--- config.mk ---
export PLATFORM = sky130hd
export DESIGN_NAME = lc3_fetch
export DESIGN_NICKNAME = d
export VERILOG_FILES = /design/src/rtl/lc3_pkg.sv /design/src/rtl/lc3_fetch_fifo.sv /design/src/rtl/lc3_fetch.sv
export SDC_FILE = /design/constraint.sdc
export NUM_CORES = 1
export LEC_CHECK = 0
export CORE_UTILIZATION = 35
export CTS_CLUSTER_SIZE = 16
export DETAILED_ROUTE_END_ITERATION = 16
export PLACE_DENSITY = 0.67
export SETUP_SLACK_MARGIN = 0.2
export SYNTH_ARGS = -nofsm -noshare
export SYNTH_HDL_FRONTEND = slang
export SYNTH_SLANG_ARGS = --single-unit
--- constraint.sdc ---
create_clock -name i_clk -period 4 [get_ports i_clk]
set_clock_uncertainty 0.15 [all_clocks]
set_input_delay 0.8 -clock i_clk [delete_from_list [all_inputs] [get_ports i_clk]]
set_output_delay 0.8 -clock i_clk [all_outputs]
set_load 0.05 [all_outputs]
--- src/rtl/lc3_pkg.sv ---
// lc3_pkg: constants and types shared by the LC-3 core.
//   - Opcode constants (instr[15:12]), also used by decode.
//   - Default reset PC.
//   - Fetch-stage FSM state encoding.
package lc3_pkg;

  localparam logic [15:0] RESET_PC_DEFAULT = 16'h3000;

  localparam logic [3:0] OPC_BR   = 4'b0000;
  localparam logic [3:0] OPC_ADD  = 4'b0001;
  localparam logic [3:0] OPC_LD   = 4'b0010;
  localparam logic [3:0] OPC_ST   = 4'b0011;
  localparam logic [3:0] OPC_JSR  = 4'b0100;
  localparam logic [3:0] OPC_AND  = 4'b0101;
  localparam logic [3:0] OPC_LDR  = 4'b0110;
  localparam logic [3:0] OPC_STR  = 4'b0111;
  localparam logic [3:0] OPC_RTI  = 4'b1000;
  localparam logic [3:0] OPC_NOT  = 4'b1001;
  localparam logic [3:0] OPC_LDI  = 4'b1010;
  localparam logic [3:0] OPC_STI  = 4'b1011;
  localparam logic [3:0] OPC_JMP  = 4'b1100;
  localparam logic [3:0] OPC_RES  = 4'b1101;
  localparam logic [3:0] OPC_LEA  = 4'b1110;
  localparam logic [3:0] OPC_HALT = 4'b1111;

  typedef enum logic [1:0] {
    ST_FETCH,   // no request outstanding
    ST_WAIT,    // one request outstanding, response will be queued
    ST_DRAIN,   // one request outstanding, response will be discarded
    ST_HALTED   // HALT fetched, no more requests
  } fetch_state_e;

  function automatic logic is_halt(input logic [15:0] word);
    return word[15:12] == OPC_HALT;
  endfunction

endpackage

--- src/rtl/lc3_fetch_fifo.sv ---
// lc3_fetch_fifo: DEPTH-entry circular buffer of {pc, instr} pairs.
//   i_clk, i_rst   clock, synchronous active-high reset
//   i_push/i_wdata write one entry (caller guarantees not full)
//   i_pop          remove head when non-empty
//   i_flush        empty the buffer; wins over push/pop
//   o_valid/o_head head entry, driven from registered state only
//   o_count        number of stored entries
module lc3_fetch_fifo #(
  parameter  int DEPTH = 2,
  localparam int CW    = $clog2(DEPTH + 1),
  localparam int PW    = (DEPTH > 1) ? $clog2(DEPTH) : 1
) (
  input  logic          i_clk,
  input  logic          i_rst,
  input  logic          i_push,
  input  logic [31:0]   i_wdata,
  input  logic          i_pop,
  input  logic          i_flush,
  output logic          o_valid,
  output logic [31:0]   o_head,
  output logic [CW-1:0] o_count
);

  logic [31:0]   mem [DEPTH];
  logic [PW-1:0] rd_ptr;
  logic [PW-1:0] wr_ptr;
  logic [CW-1:0] count;
  logic          do_pop;

  function automatic logic [PW-1:0] ptr_next(input logic [PW-1:0] p);
    return (p == PW'(DEPTH - 1)) ? '0 : p + 1'b1;
  endfunction

  assign do_pop  = i_pop && (count != '0);
  assign o_valid = (count != '0);
  assign o_head  = mem[rd_ptr];
  assign o_count = count;

  // NOTE: the storage is reset because it is only DEPTH words and the head
  // word is visible on the outputs, which must read zero out of reset.
  always_ff @(posedge i_clk) begin
    if (i_rst) begin
      rd_ptr <= '0;
      wr_ptr <= '0;
      count  <= '0;
      for (int i = 0; i < DEPTH; i++) mem[i] <= '0;
    end else if (i_flush) begin
      rd_ptr <= '0;
      wr_ptr <= '0;
      count  <= '0;
    end else begin
      if (i_push) begin
        mem[wr_ptr] <= i_wdata;
        wr_ptr      <= ptr_next(wr_ptr);
      end
      if (do_pop) rd_ptr <= ptr_next(rd_ptr);
      // Simultaneous push and pop leave the count unchanged.
      case ({i_push, do_pop})
        2'b10:   count <= count + 1'b1;
        2'b01:   count <= count - 1'b1;
        default: count <= count;
      endcase
    end
  end

endmodule

--- src/rtl/lc3_fetch.sv ---
// lc3_fetch: LC-3 instruction fetch stage.
//   i_clk, i_rst                  clock, synchronous active-high reset
//   o_mem_rd, o_mem_addr          one-cycle read request to instruction memory
//   i_mem_rvalid, i_mem_rdata     read response (single outstanding request)
//   o_valid, o_instr, o_pc, i_ready  queue head to decode, valid/ready handshake
//   i_redirect, i_redirect_pc     flush queue and restart fetch at new PC
//   o_halted                      HALT word fetched, fetching stopped
module lc3_fetch
  import lc3_pkg::*;
#(
  parameter logic [15:0] RESET_PC = RESET_PC_DEFAULT,
  parameter int          DEPTH    = 2
) (
  input  logic        i_clk,
  input  logic        i_rst,
  output logic        o_mem_rd,
  output logic [15:0] o_mem_addr,
  input  logic        i_mem_rvalid,
  input  logic [15:0] i_mem_rdata,
  output logic        o_valid,
  output logic [15:0] o_instr,
  output logic [15:0] o_pc,
  input  logic        i_ready,
  input  logic        i_redirect,
  input  logic [15:0] i_redirect_pc,
  output logic        o_halted
);

  localparam int CW = $clog2(DEPTH + 1);

  fetch_state_e  state;
  logic [15:0]   pc;
  logic [15:0]   req_pc;
  logic [CW-1:0] count;
  logic          push;
  logic [31:0]   head;

  // Only one request in flight and issue only with a free slot, so a push
  // can never meet a full queue.
  assign o_mem_rd   = (state == ST_FETCH) && (count < CW'(DEPTH)) && !i_redirect && !i_rst;
  assign o_mem_addr = pc;
  assign push       = (state == ST_WAIT) && i_mem_rvalid && !i_redirect;
  assign o_halted   = (state == ST_HALTED);

  // NOTE: all state is assigned with non-blocking assignments so every
  // register samples the pre-edge values, independent of statement order.
  always_ff @(posedge i_clk) begin
    if (i_rst) begin
      state  <= ST_FETCH;
      pc     <= RESET_PC;
      req_pc <= '0;
    end else if (i_redirect) begin
      pc <= i_redirect_pc;
      // An in-flight request must still be absorbed; if its response lands
      // in this very cycle it is consumed (and dropped) here instead.
      if ((state == ST_WAIT || state == ST_DRAIN) && !i_mem_rvalid)
        state <= ST_DRAIN;
      else
        state <= ST_FETCH;
    end else begin
      case (state)
        ST_FETCH: begin
          if (o_mem_rd) begin
            req_pc <= pc;
            pc     <= pc + 16'd1;
            state  <= ST_WAIT;
          end
        end
        ST_WAIT: begin
          if (i_mem_rvalid)
            state <= is_halt(i_mem_rdata) ? ST_HALTED : ST_FETCH;
        end
        ST_DRAIN: begin
          if (i_mem_rvalid) state <= ST_FETCH;
        end
        default: state <= state;  // ST_HALTED: leave only via redirect/reset
      endcase
    end
  end

  lc3_fetch_fifo #(.DEPTH(DEPTH)) u_fifo (
    .i_clk   (i_clk),
    .i_rst   (i_rst),
    .i_push  (push),
    .i_wdata ({req_pc, i_mem_rdata}),
    .i_pop   (i_ready),
    .i_flush (i_redirect),
    .o_valid (o_valid),
    .o_head  (head),
    .o_count (count)
  );

  assign o_pc    = head[31:16];
  assign o_instr = head[15:0];

endmodule

# Yosys cells after proc, flatten, opt, wreduce, memory -nomap -nowiden
# Memories as Yosys holds them, arrays and structs flattened. A register that Yosys moved wholly into a read port is not among the register bits.
# Cells that the tools add are included.
# word_totals
regBits,38
latch_bits,0
ram_bits,64
mem_bits_ro,0
inputBits,37
out_inout_bits,51
elab_cells,69
memories,1
# mem_list
name,depth,width,rd,rd_ports_with_merged_regs,wr,line,rtl
u_fifo.mem,2,32,1,1,2,lc3_fetch_fifo.sv:24,logic [31:0] mem [DEPTH];
# op_classes
add_sub_neg,5
n_mul,0
div,0
order_cmp,1
eq_ne,9
shift,0
n_mux,24
bitwise,1
reduce_logical,22
# op_table
operator,count
$mux W16,3
$mux W32,1
$reduce_or A32 Y1,1
$add A16 B1 Y16 const B,1
$mux W1,12
$mux W2,6
$ne A3 B3 Y1 const B,3
$reduce_bool A2 Y1,4
$logic_and A1 B1 Y1,7
$eq A2 B2 Y1 const B,3
$pmux W2 S3,1
$eq A2 B1 Y1 const B,2
$eq A4 B4 Y1 const B,1
$pmux W2 S2,1
$reduce_and A4 Y1,1
$reduce_bool A4 Y1,1
$logic_not A1 Y1,3
$reduce_and A3 Y1,1
$add A1 B1 Y1 const B,2
$add A2 B1 Y2 const B,1
$logic_not A2 Y1,1
$lt A2 B2 Y1 const B,1
$reduce_and A2 Y1,1
$reduce_or A2 Y1,1
3 further kinds,3

# Longest topological paths before layout
# depth
word_depth,9
mapped_depth,8

# By module
# Synthesis repeated with hierarchy kept, for this count alone.
# unflattened
hier_cells,408
area_unflattened_um2,4749.6
# modules_own_cells
mod,n_inst,cells_per_inst,area_each_um2
lc3_fetch_fifo,1,203,3007.9
lc3_fetch,1,205,1741.7

# Least setup slack after synthesis
# Ideal clock, no wire load.
# synth_path
path_type,input to register
start,in i_redirect
end,"mem u_fifo.mem[0][0], enable pin"
arrival_ns,2.768
t_required_ns,3.422
path_slack_ns,0.654
stages,3
path_buffers,1
cell_sequence,buf_2 -> nand3b_1 -> o21bai_1
# synth_lines
element,line,rtl
from (decl),lc3_fetch.sv:24,"input logic i_redirect,"
to (decl),lc3_fetch_fifo.sv:24,

# Worst setup path after layout
# layout_path
start,in i_redirect
end,out o_mem_rd
# layout_between
elab_chain_cells,3
# layout_lines
element,line,rtl
$logic_not A1 Y1,lc3_fetch.sv:40,assign o_mem_rd = (state == ST_FETCH) && (count < CW'(DEPTH)) && !i_redirect && !i_rst;
$logic_and A1 B1 Y1 (2 in series),lc3_fetch.sv:40,
to (decl),lc3_fetch.sv:16,"output logic o_mem_rd,"
# Every way passes these cells.

==> summary.md <==
| Metric | Value |
|---|---|
| Avg WL per Cell | `14.9 µm` |
| Max IR drop VDD | `0.221 mV` |
| Synth Instances | `412` |
| Slowest-stage cell, CP | `clkdlybuf4s50_1` |
| Synth async-reset ratio | `0%` |
| DRT Pass-1 Iters | `4` |
| Area growth from synthesis to layout | `29.0%` |
| Vias in the first global route | `3325` |
| Clk pin slew, worst setup/hold paths | `0.06 ns` |
| RSZ-0062 raised after global routing | `no` |
| Status | `complete, no violations` |
| Routability Congestion | `0.840` |
| Place WS | `0.823 ns` |
| Core area | `12800 µm²` |
| Fin crit share | `79.4%` |
| Worst-path fanout max | `18` |
| Share of layout cells above drive strength 1 | `13.8%` |
| Antenna Cells | `0` |
| Final Hold Viols | `0` |
| Count of pins over their slew limit | `0` |
| Commonest non-fill, non-tap cell in the layout | `clkdlybuf4s50_1` |
| Full die area | `13800 µm²` |
| #FFs+latches synth | `103` |
| Startpoint Class | `input port` |
| Die W | `118 µm` |
| Post-DP HPWL | `6710 µm` |
| Commonest non-fill, non-tap cells in the layout | `clkdlybuf4s50_1, and2_1, edfxtp_1` |
| Primary FF master, synth | `edfxtp_1` |
| Pleak | `2.17 nW` |
| Hold depth | `2` |
| Hold_sp | `req_pc[3]` |
| Synthesized area | `4680 µm²` |
| WP data required | `3.05 ns` |
| Root buffer cell | `clkbuf_16` |
| Resize count post-CTS | `0` |
| # rows | `41` |
| H-Tree Depth | `3` |
| Fmax | `315 MHz` |
| R2r setup slk | `1.71 ns` |
| DRC errors left | `0` |
| CP Cell Sequence | `clkdlybuf4s50_1 -> nor2_1 -> nand2_2 -> inv_2 -> buf_12` |
| Mapped Nets | `455` |
| Overall global routing resource usage | `15.0%` |
| WHS Endpoint | `req_pc[3]` |
| Detailed router's first-iteration violation count | `214` |
| CP max stage delay | `0.43 ns` |
| CTS tree | `done` |
| R2r startpoint | `state[0]` |
| Setup TNS Final | `0 ns` |
| Routed WL | `9980 µm` |
| CTS Buf Count | `9` |
| Synth warn | `0` |
| Initial antenna violation count | `0` |
| First-pass GRT wire length | `16400 µm` |
| # hold bufs at CTS | `0` |
| IO Port Bufs | `87` |
| Die Ht | `118 µm` |
| Maximum clock path buffer count | `2` |
| Arrival time worst endpoint | `2.23 ns` |
| Clk sinks | `103` |
| Worst hold path type | `register to register` |
| Layout Nets | `537` |
| Cell variety after synth | `43` |
| Slew HR | `62.8%` |
| Via count | `3232` |
| Mean Syn Cell Area | `11.4 µm²` |
| Register area share after synthesis | `57.8%` |
| Minimum clock period | `3.18 ns` |
| CP Class | `input port to output port` |
| Reg-to-reg endpoint | `o_mem_addr[13]` |
| Clk_lat worst skew | `0.34 ns` |
| EDFF count, synth | `64` |
| Setup Fix Bufs, Post-CTS | `0` |
| Largest net degree at the start of global routing | `47` |
| Final worst slack | `0.825 ns` |
| R2R cell count | `8` |
| IO Pins | `88` |
| Pwr Density | `383 nW/µm²` |
| Total gr overflow | `0` |
| Initial Utilization | `36.5%` |
| Setup-failing EPs final | `0` |
| Routed Antenna Nets | `0` |
| Tightest Pin Transition | `0.556 ns` |
| Vias per Instance | `4.82` |
| Crit. End Element | `output port` |
| Max-cap violations | `0` |
## logic make-up (layout without fill, tap and decap cells)
logic type                 Yosys count  in the layout  share of synthesized area [%]
and+or+nand+nor                    166            166                           19.6
DFF                                103            103                           57.8
AOI/OAI and AO/OA                   50             50                           6.58
muxes                               37             37                           8.83
buffers and inverters               36            123                           3.00
xor gates and xnor gates            14             14                           2.62
adders and majority gates            6              6                           1.60
## power by group
group | switching [mW] | total (mW) | internal [mW]
logic | 0.178 | 0.294 | 0.116
clock network | 0.392 | 0.821 | 0.429
registers | 0.0315 | 1.20 | 1.17
total | 0.601 | 2.31 | 1.71
## critical path, delay by kind of cell
family	cells	cell delay, ns
buf+inv	3	0.95
simple gates	2	0.46
## cells in the mapped netlist, types with 2 or more instances
| cell type | n | area, µm² |
|---|---|---|
| ha_1 | 6 | 75.1 |
| nand2b_1 | 2 | 12.5 |
| nand4_1 | 5 | 31.3 |
| dfxtp_1 | 39 | 781 |
| xnor2_1 | 7 | 61.3 |
| nor3b_1 | 3 | 22.5 |
| or2_2 | 2 | 12.5 |
| inv_1 | 12 | 45.0 |
| clkbuf_1 | 15 | 56.3 |
| nor4_1 | 7 | 43.8 |
| a21oi_1 | 27 | 135 |
| a211oi_1 | 2 | 15.0 |
| o21ai_0 | 3 | 15.0 |
| nand2_1 | 40 | 150 |
| o22ai_1 | 3 | 18.8 |
| and2_1 | 65 | 407 |
| nor2_1 | 11 | 41.3 |
| mux2i_1 | 3 | 30.0 |
| nor3_1 | 9 | 45.0 |
| buf_2 | 4 | 20.0 |
| xor2_1 | 7 | 61.3 |
| edfxtp_1 | 64 | 1920 |
| o21bai_1 | 2 | 15.0 |
| o21a_1 | 7 | 52.6 |
| or3_1 | 3 | 18.8 |
| nand3_1 | 5 | 25.0 |
| buf_1 | 4 | 15.0 |
| nand3b_1 | 4 | 30.0 |
| mux2_2 | 34 | 383 |
| nor2b_1 | 4 | 25.0 |
## sequential cells by signal, indices dropped and copies added (netlist names), named ones only
register,count
o_mem_addr,16
req_pc,16
state,2
u_fifo.mem,64
u_fifo.o_count,2
u_fifo.rd_ptr,1
u_fifo.wr_ptr,1
## final cells by class
| cell class | count | area, µm² |
|---|---|---|
| Clock buffer | 9 | 225 |
| Timing Repair Buffer | 94 | 933 |
| Sequential cell | 103 | 2700 |
| Multi-Input combinational cell | 273 | 1850 |
| Inverter | 13 | 48.8 |
| Fill cell | 1176 | 6790 |
| Clock inverter | 7 | 58.8 |
| Tap cell | 172 | 215 |
## per-layer routing
layer	GRT usage (%)	share of wire (%)	up-vias
li1	-	-	1608
met1	19.1	45	1507
met2	24.8	48	106
met3	4.07	5.6	11
met4	4.41	1.3	0
met5	0	0	-
## through the flow
stage / power [mW] / hold WS, ns / instance area (µm²) / utilization, % / cells
2_1_floorplan: 1.39 / 0.290 / 4680 / - / 412
3_3_place_gp: 1.51 / 0.301 / 5750 / 44.9 / 655
3_5_place_dp: 1.52 / 0.315 / 5750 / 44.9 / 655
4_1_cts: 2.33 / 0.324 / 6040 / 47.1 / 671
5_1_grt: 2.40 / 0.343 / 6040 / 47.1 / 671
6_report: 2.31 / 0.321 / 6040 / 47.1 / 671
## how the worst max path moves through the flow
stage	start	slack [ns]	to
floorplan	i_redirect	0.65	u_fifo.mem[0][0]
global placement	i_redirect	0.86	o_mem_rd
detailed placement	i_redirect	0.82	o_mem_rd
CTS	i_redirect	0.81	o_mem_rd
global route	i_redirect	0.68	o_mem_rd
finish	i_redirect	0.82	o_mem_rd
Note: power is estimated with default switching activity, not from simulation.
